## src/rtl/multdiv_sequencer.sv

```systemverilog
// Issue/sequence controller between the pipeline and the shared multiplier/divider.
// Latches one request, pulses the unit's start, stalls, then writes back once (or aborts).
module multdiv_sequencer #(
    parameter int TIMEOUT = 64,
    parameter int CNT_W   = 7
) (
    input  logic        clk,
    input  logic        reset,
    input  logic        issue_mult,
    input  logic        issue_div,
    input  logic [31:0] opA,
    input  logic [31:0] opB,
    input  logic [4:0]  rd,
    input  logic        flush,
    output logic [31:0] md_opA,
    output logic [31:0] md_opB,
    output logic        mult_start,
    output logic        div_start,
    output logic        md_interrupt,
    input  logic [31:0] mult_result,
    input  logic        mult_ready,
    input  logic        mult_exception,
    input  logic [31:0] div_result,
    input  logic        div_ready,
    input  logic        div_exception,
    output logic        stall,
    output logic        wb_valid,
    output logic [4:0]  wb_rd,
    output logic [31:0] wb_data,
    output logic        wb_exception,
    output logic        timeout
);

    typedef enum logic [1:0] {IDLE, LAUNCH, WAIT, DONE} state_t;

    typedef struct packed {
        logic        isDiv;
        logic [4:0]  dst;
        logic [31:0] a;
        logic [31:0] b;
    } mdReq_t;

    state_t           state, nextState;
    mdReq_t           req;
    logic [CNT_W-1:0] cnt;

    logic        issueAny, accept, cntHit;
    logic        selReady, selExc;
    logic [31:0] selResult;

    assign issueAny = issue_mult | issue_div;
    assign accept   = (state == IDLE) && issueAny && !flush;
    assign cntHit   = (cnt == CNT_W'(TIMEOUT));

    // Only the unit that was started is listened to.
    assign selReady  = req.isDiv ? div_ready     : mult_ready;
    assign selExc    = req.isDiv ? div_exception : mult_exception;
    assign selResult = req.isDiv ? div_result    : mult_result;

    assign md_opA = req.a;
    assign md_opB = req.b;

    always_comb begin
        nextState    = state;
        mult_start   = 1'b0;
        div_start    = 1'b0;
        md_interrupt = 1'b0;
        stall        = 1'b0;
        wb_valid     = 1'b0;
        timeout      = 1'b0;
        case (state)
            IDLE: begin
                if (accept) begin
                    stall     = 1'b1;
                    nextState = LAUNCH;
                end
            end
            LAUNCH: begin
                stall = 1'b1;
                if (flush) begin
                    md_interrupt = 1'b1;
                    nextState    = IDLE;
                end else begin
                    mult_start = !req.isDiv;
                    div_start  = req.isDiv;
                    nextState  = WAIT;
                end
            end
            WAIT: begin
                stall = 1'b1;
                if (flush) begin
                    md_interrupt = 1'b1;
                    nextState    = IDLE;
                end else if (selReady) begin
                    nextState = DONE;
                end else if (cntHit) begin
                    timeout      = 1'b1;
                    md_interrupt = 1'b1;
                    nextState    = DONE;
                end
            end
            DONE: begin
                wb_valid  = !flush;
                nextState = IDLE;
            end
            default: nextState = IDLE;
        endcase
        // Held reset parks both units in clear and silences everything else.
        if (!reset) begin
            nextState    = IDLE;
            mult_start   = 1'b0;
            div_start    = 1'b0;
            stall        = 1'b0;
            wb_valid     = 1'b0;
            timeout      = 1'b0;
            md_interrupt = 1'b1;
        end
    end

    always_ff @(posedge clk) begin
        if (!reset) begin
            state        <= IDLE;
            cnt          <= '0;
            req          <= '0;
            wb_rd        <= '0;
            wb_data      <= '0;
            wb_exception <= '0;
        end else begin
            state <= nextState;
            if (accept)
                req <= '{isDiv: !issue_mult, dst: rd, a: opA, b: opB};
            if (state == LAUNCH)
                cnt <= '0;
            else if (state == WAIT && !cntHit)
                cnt <= cnt + 1'b1;
            // Capture on the completing WAIT edge; a flush in that cycle wins.
            if (state == WAIT && !flush) begin
                if (selReady) begin
                    wb_rd        <= req.dst;
                    wb_data      <= selResult;
                    wb_exception <= selExc;
                end else if (cntHit) begin
                    wb_rd        <= req.dst;
                    wb_data      <= '0;
                    wb_exception <= 1'b1;
                end
            end
        end
    end

endmodule

```

## config.mk

```make
export PLATFORM = sky130hd
export DESIGN_NAME = multdiv_sequencer
export DESIGN_NICKNAME = d
export VERILOG_FILES = /design/src/rtl/multdiv_sequencer.sv
export SDC_FILE = /design/constraint.sdc
export NUM_CORES = 1
export LEC_CHECK = 0
export BUFFER_PORTS_ARGS = -buffer_cell sky130_fd_sc_hd__buf_2
export CAP_MARGIN = 15
export CORE_MARGIN = 2
export CORE_UTILIZATION = 35
export DETAILED_ROUTE_END_ITERATION = 12
export PLACE_DENSITY = 0.71
export SYNTH_ARGS = -nofsm -noshare
export SYNTH_HDL_FRONTEND = slang
export SYNTH_SLANG_ARGS = --single-unit
```

## constraint.sdc

```tcl
create_clock -name clk -period 1.6 [get_ports clk]
set_input_delay 0.32 -clock clk [delete_from_list [all_inputs] [get_ports clk]]
set_output_delay 0.32 -clock clk [all_outputs]
set_load 0.02 [all_outputs]
```

======== Word-level counts from Yosys, hierarchy flattened ========
Cells that the tools add are included.
operators by class
  add/sub/neg operators ................... 1
  eq/ne operators ......................... 6
  mux-type cells .......................... 35
  bitwise gates (word level) .............. 2
  reductions and logical operators ........ 14
operators with widths
  operator                                                         count
  32-bit 2-to-1 mux                                                3
  1-bit 2-to-1 mux                                                 22
  2-bit 2-to-1 mux                                                 5
  5-bit 2-to-1 mux                                                 2
  2-bit one-hot mux with 4 select lines                            1
  7-bit by 1-bit adder with 7-bit output, second input constant    1
  7-bit == test, second input constant                             1
  2-bit == test, second input constant                             2
  1-bit logical AND                                                4
  1-bit zero test                                                  4
  4-bit inequality test, second input constant                     1
  1-bit one-hot mux with 2 select lines                            2
  2-bit AND reduction                                              2
  2-bit OR reduction                                               2
  2-bit by 1-bit == test with 1-bit output, second input constant  1
  2-bit zero test                                                  1
  2-bit inequality test, second input constant                     1
  2-bit nonzero test                                               1
  1-bit inverter                                                   1
  1-bit OR                                                         1
storage, ports and cells
  register bits after elaboration ......... 117
  input bits .............................. 142
  output and inout bits ................... 108
  logic and storage cells ................. 67

======== Depth between registers and ports, before layout ========
Gate-level depths: netlist (run 1).
  depth after elaboration ................. 6
  mapped depth ............................ 8
  gate-level depth less buffers ........... 6

======== Worst setup path after synthesis (run 1) ========
OpenSTA, ideal clock, no wires.
  kind .................................... register to output
  start point ............................. register state[0]
  end point ............................... output stall
  arrival ................................. 1728 ps
  data required time ...................... 1280 ps
  slack ................................... -448 ps
  cell stages (with the launch flop) ...... 8
  path buffers ............................ 2
  path through ............................ dfxtp_1 inv_1 ha_1 inv_1 or2_1 clkbuf_1 buf_2 a211oi_1
between the ends
  longest elaborated chain between the ends .. 6
  elaborated cells on any way between the ends .. 9
  classes of those cells .................. 2 x eq/ne; 3 x mux; 4 x reduce/logical
RTL lines
  element                                  RTL line  source
  start, declared                          43        state_t state, nextState;
  start signal, assigned                   129       state <= nextState;
  2-bit zero test                          52, 71
  1-bit logical AND (2 in a row)           52        assign accept = (state == IDLE) && issueAny && !flush;
  1-bit 2-to-1 mux                         73        if (accept) begin
  1-bit one-hot mux with 2 select lines *  71        case (state)
  1-bit 2-to-1 mux *                       109       if (!reset) begin
  end, declared                            26        output logic stall,
Every way passes the cells marked *; elsewhere a longest branch is shown, timed or not.

======== Final worst setup path (run 1) ========
  start point ............................. register cnt[0]
  end point ............................... output md_interrupt
between the ends
  longest elaborated chain between the ends .. 6
RTL lines
  element                                RTL line  source
  start, declared                        45        logic [CNT_W-1:0] cnt;
  start signal, assigned                 135       cnt <= cnt + 1'b1;
  7-bit == test                          53        assign cntHit = (cnt == CNT_W'(TIMEOUT));
  1-bit 2-to-1 mux                       96        end else if (cntHit) begin
  1-bit 2-to-1 mux                       94        end else if (selReady) begin
  1-bit 2-to-1 mux                       91        if (flush) begin
  1-bit one-hot mux with 2 select lines  71
  1-bit 2-to-1 mux                       109
  end, declared                          19        output logic md_interrupt,
No other way between the ends.

==> results of run 1 <==
cell usage after synthesis (all sizes together):
cell type,n
and2,1
or4,1
a31oi,1
nand4,2
mux2i,40
nor4,1
nand2,189
o21bai,1
mux2,2
o221a,1
xor2,2
and3,1
a21oi,71
o21ai,4
nand2b,3
o41ai,1
clkbuf,19
dfxtp,117
or3,2
ha,8
and4,1
inv,6
nor2b,1
a211oi,2
and2b,1
buf,87
xnor2,1
clkinv,1
or2,2
nor2,11
o32ai,32
a221oi,1
o21a,2
path summary, 6_finish.rpt:
check,from,to,slack (ns),cells past startpoint
max,cnt[0],md_interrupt,-0.37,7
max reg2reg,cnt[0],wb_data[4],-0.09,9
min reg2reg,md_opB[22],md_opB[22],0.45,2
min,issue_mult,req[69],0.13,2
sequential cells by signal, summed over array words and instances, names as in the netlist:
signal and flops:
req 6, state 2, md_opA 32, md_opB 32, wb_rd 5, wb_data 32
cnt 7, wb_exception 1
worst register-to-register path, stage by stage, from the launching register on:
cell	delay, ns
dfxtp_2	0.33
inv_2	0.07
ha_4	0.13
nand2b_4	0.06
nor4_4	0.24
buf_4	0.19
o21a_4	0.17
buf_12	0.13
clkbuf_16	0.16
o32ai_2	0.07
cells by family after synthesis:
group	count (synthesis)
and+or+nand+nor	216
DFF	117
xor gates and xnor gates	3
AOI/OAI and AO/OA	116
muxes	42
buffers and inverters	113
adders and majority gates	8
power by group through the flow:
stage / sequential [mW] / combinational (mW) / clock (mW)
2_1_floorplan: 3.16 / 0.803 / 0
3_3_place_gp: 3.17 / 1.10 / 0
3_5_place_dp: 3.18 / 1.11 / 0
4_1_cts: 3.12 / 1.17 / 4.09
5_1_grt: 3.13 / 1.37 / 4.23
6_report: 3.12 / 1.25 / 4.00
placed cells by master (no fill, tap or decap), types with 3 or more instances in the layout:
cell and count:
a21oi_1 71, buf_12 8, buf_2 243, buf_4 30, buf_6 14, bufinv_16 4, clkbuf_16 20, clkinv_2 5
clkinv_4 3, dfxtp_1 113, ha_4 5, inv_2 3, mux2i_1 40, nand2_1 188, nor2_1 9, o32ai_1 3
o32ai_2 29
cell type report:
class,count,area [um^2],share of cell area (%)
Inverter,7,35.0,0.456
Multi-Input combinational cell,385,2520,32.8
Clock inverter,13,181,2.36
Sequential cell,117,2350,30.6
Timing Repair Buffer,301,1920,25.0
Clock buffer,19,443,5.76
Tap cell,184,230,2.99
metal layers:
layer	wire length [um]	track usage (%)	part of all wire, %
met1	6140	20.2	41
met2	7660	30.9	51
met3	929	5.48	6.2
met4	295	8.14	2.0
met5	16	0	0.11
through the flow:
step | TNS, ns | area [um^2] | worst slack [ns] | hold WS, ns
floorplan | -0.0457 | 5260 | -0.0457 | 0.416
global placement | -5.79 | 6350 | -0.0934 | 0.438
detailed placement | -8.58 | 6350 | -0.156 | 0.443
CTS | -3.17 | 7210 | -0.482 | 0.113
global route | -6.17 | 7690 | -0.452 | 0.127
finish | -3.46 | 7690 | -0.371 | 0.132
timing repair:
action,4_1_cts,5_1_grt
setup endpoints to repair,113,116
cloned,3,3
hold buffers,0,0
gates resized for setup,31,57
pin swaps,8,15
buffers inserted,6,12
==> impl_metrics.yaml, run 1 <==
status:
  status: "finished with violations"
  violations: "negative setup slack"
yosys:
  synth_simple_gate_area_share_pct: 16.8
  synth_compound_area_share_pct: 14.1
  synth-xor-area-share_pct: 0.504
  synth_cell_types: 38
  yosysTopAreaCellShare_pct: 44.9
  ys_seq_area_share_pct: 44.9
  synth_nets: 765
  netlist_top_cells_area: "dfxtp_1, nand2_1, buf_4, mux2i_1, a21oi_1"
  synth_top_family_by_area: "simple AND/OR/NAND/NOR gates"
  ys_warn_count: 0
  synth.area.mux_share_pct: 8.11
  syn_area_mm2: 0.00522
  avgSynthCellArea_um2: 8.48
  yosysTopAreaCell: "dfxtp_1"
  syn-instance-count: 615
  synth-seq-cells: 117
  synthAdderAreaFrac_pct: 1.92
die:
  initial_core_util_pct: 35.9
  row_count: 44
  core_mm2: 0.0145
  dieHeight_um: 126
  pin_count: 250
  dieWidth_um: 126
  die_area_mm2: 0.0159
drt:
  drt-pass1-iter-count: 4
  vias_per_cell: 4.76
  wl_per_cell_um: 14.7
  wirelength_um: 15000
  ant_nets: 0
  drtIter0Drc: 134
  routed-via-count: 4887
  route.detailed.drc: 0
sta:
  fin_crit_sh_pct: 123
  hold_viol_final: 0
  final-max-slew-violation-count: 0
  layout_setup_ws_ns: -0.371
  worstMarginPinSlew_ns: 0.509
  fmax_ghz: 0.507
  setup_viol_count_final: 41
  slew_headroom_pct: 66.0
  rsz0062_at_grt: "yes"
  period_minus_slack_ns: 1.97
  finClkSkew_ns: 0.00670
finish:
  drive_gt1_share_pct: 47.1
  final_core_util_pct: 52.9
  final_cells: 1026
  final_nets: 979
  area_growth_syn_to_layout_pct: 47.4
  diodes: 0
  fillers: 1378
place:
  hpwl_um: 9700
  gp_congestion: 0.820
  dp.cells: 972
  io_buffers: 249
clocking:
  clock_latency_ns: 0.41
  htreeDepth: 4
  cts.sinks: 117
  root_buffer: "clkbuf_16"
  clk_pin_slew_ns: 0.06
  clock_path_buffers: 2
  cts_buffers: 17
  cts_tree: "built"
critical_path:
  path_delay_family: "flip-flops"
  crit_type: "flip-flop to primary output"
  crit_buf_inv: 2
  crit_path_end_kind: "primary output"
  worst_ep_required_time_ns: 1.28
  setup.worst_path.start_class: "flip-flop"
  path_cells: "inv_2, ha_4, nand2b_4, nor4_4, a31oi_2, o21ai_2, buf_6"
  critical_path.max_fanout: 3
  critPathMaxStageDelay_ns: 0.33
  crit_slowest_cell: "dfxtp_2"
  cp_data_arrival_time_ns: 1.65
pwr:
  clockPowerShare_pct: 47.8
  ir_drop_v: 0.000686
  pwr-share-seq_pct: 37.3
  combPwrFrac_pct: 14.9
  internal-power_mw: 6.23
  power_mw: 8.36
  p_leak_nw: 3.42
  p_sw_mw: 2.14
  pwr_density_cell_mw_per_mm2: 1090
  p_sw_share_pct: 25.5
worst_hold_path:
  min-delay-path-class: "primary input to flip-flop"
global_routing:
  grt_max_degree: 71
  grt_pass1_wl_um: 22700
  grt_overflow: 0
  grt_pass1_vias: 4762
  grt_use_total_pct: 17.9
  antenna_found_initial: 1
flow_run:
  maxCapViolCount: 0
(Power assumes the default switching activity.)
==> run 2: changes to the inputs <==
--- a/config.mk
+++ b/config.mk
@@ -7,7 +7,7 @@
 export LEC_CHECK = 0
 export BUFFER_PORTS_ARGS = -buffer_cell sky130_fd_sc_hd__buf_2
 export CAP_MARGIN = 15
-export CORE_MARGIN = 2
+export CORE_MARGIN = 1.5
 export CORE_UTILIZATION = 35
 export DETAILED_ROUTE_END_ITERATION = 12
 export PLACE_DENSITY = 0.71
==> run 2 against run 1 <==
The flow still finishes with violations (negative setup slack). Combinational power decreased by 8%. Largest power group unchanged. Sequential share of layout area increased by 1.3 points. Setup slack improved by 0.034 ns. Sequential cell count unchanged. Clock skew increased by 0.0029 ns. Register-to-register slack improved by 0.08 ns. Cell area decreased by 4.0%. Non-clock buffer count decreased by 11. Clock power decreased by 3%. Highest routed layer is now met4. Critical path type unchanged.
==> impl_metrics.yaml, run 2 (synthesis gave the netlist of run 1 again) <==
critical_path:
  cp_data_arrival_time_ns: 1.62
  worst_ep_required_time_ns: 1.28
  crit_slowest_cell: "dfxtp_2"
  path_delay_family: "flip-flops"
  critPathMaxStageDelay_ns: 0.32
  setup.worst_path.start_class: "flip-flop"
  rrSetupSlack_ns: -0.01
  crit_path_end_kind: "primary output"
  critical_path.max_fanout: 3
  path_cells: "inv_2, ha_4, nand2b_4, nor4_4, a31oi_1, o21ai_2, buf_6"
  crit_type: "flip-flop to primary output"
  crit_buf_inv: 2
finish:
  final_cells: 1015
  final_cell_mix: "buf_2, nand2_1, dfxtp_1, a21oi_1, mux2i_1"
  fillers: 1375
  area_growth_syn_to_layout_pct: 41.5
  diodes: 0
  final_common_cell: "buf_2"
  drive_gt1_share_pct: 44.5
  final_nets: 968
drt:
  ant_nets: 0
  route.detailed.drc: 0
  wirelength_um: 13600
  routed-via-count: 4833
  vias_per_cell: 4.76
  drt-pass1-iter-count: 6
  drtIter0Drc: 144
  wl_per_cell_um: 13.4
sta:
  fin_crit_sh_pct: 121
  fin_setup_tns_ns: -1.22
  fmax_ghz: 0.516
  layout_setup_ws_ns: -0.337
  worstMarginPinSlew_ns: 0.428
  finClkSkew_ns: 0.00964
  setup_viol_count_final: 9
  slew_headroom_pct: 71.4
  final-max-slew-violation-count: 0
  rsz0062_at_grt: "yes"
  period_minus_slack_ns: 1.94
  hold_viol_final: 0
status:
  status: "finished with violations"
  violations: "negative setup slack"
global_routing:
  antenna_found_initial: 0
  grt_pass1_vias: 4520
  grt_max_degree: 70
  grt_use_total_pct: 16.9
  grt_overflow: 0
  grt_pass1_wl_um: 21400
pwr:
  pwr_density_cell_mw_per_mm2: 1100
  ir_drop_v: 0.000692
  power_mw: 8.15
  p_leak_nw: 3.29
flow_run:
  maxCapViolCount: 0
die:
  row_count: 44
  initial_core_util_pct: 35.9
  pin_count: 250
  dieWidth_um: 125
  die_area_mm2: 0.0156
  dieHeight_um: 125
  core_mm2: 0.0145
clocking:
  cts.sinks: 117
  holdBufCountCts: 0
  cts_buffers: 17
  clock_latency_ns: 0.41
  clk_pin_slew_ns: 0.05
  cts_tree: "built"
  clock_path_buffers: 2
  htreeDepth: 4
  root_buffer: "clkbuf_16"
worst_hold_path:
  min-delay-path-class: "primary input to flip-flop"
place:
  dp.cells: 970
  post-place-ws_ns: -0.139
  gp_congestion: 0.735
  io_buffers: 249
  hpwl_um: 9150
[run 2: power breakdown]
part           internal [mW]  switching, mW  total, mW
registers               3.05         0.0687       3.12
logic                  0.483          0.666       1.15
clock network           2.53           1.36       3.89
total                   6.06           2.09       8.15
[run 2: final cells by class]
| cell class | instances | area, um^2 | area share [%] |
|---|---|---|---|
| clock buffers | 20 | 457 | 6.19 |
| clock inverters | 12 | 153 | 2.07 |
| inverters | 7 | 37.5 | 0.508 |
| multi-input cells | 385 | 2420 | 32.7 |
| flip-flops and latches | 117 | 2350 | 31.9 |
| well taps | 184 | 230 | 3.12 |
| repair buffers | 290 | 1740 | 23.5 |
[run 2: tightest hold or removal path: cells and delay by family]
family / cells / cell delay (ns)
buffers and inverters: 1 / 0.09
AO/OA/AOI/OAI: 1 / 0.05
AND/OR/NAND/NOR: 1 / 0.04
[run 2: metal layers]
metal	GRT usage [%]	vias up	share of wire (%)
li1	-	2415	-
met1	18.9	2189	41
met2	29.4	205	50
met3	5.01	24	7.1
met4	8.09	0	2.5
met5	0	-	0
[run 2: worst paths after layout]
kind / startpoint / endpoint / cells past startpoint
worst max-delay path: cnt[0] / md_interrupt / 7
worst min-delay path: opB[16] / md_opB[16] / 3
worst max register to register: cnt[0] / wb_rd[0] / 8
worst min register to register: md_opA[10] / md_opA[10] / 2
[run 2: what timing repair did]
action                                  4_1_cts  5_1_grt
cloned                                        2        2
buffers inserted                              9        4
endpoints found under the setup margin      113      113
gates resized for setup                      45       22
pin swaps                                     8        8
[run 2: stage by stage]
step,hold slack (ns),area [um^2],utilization [%]
final,0.148,7380,50.8
after global routing,0.123,7380,50.8
after CTS,0.124,7210,49.6
after detailed placement,0.443,6320,43.5
after global placement,0.438,6320,43.5
after floorplan,0.416,5260,-
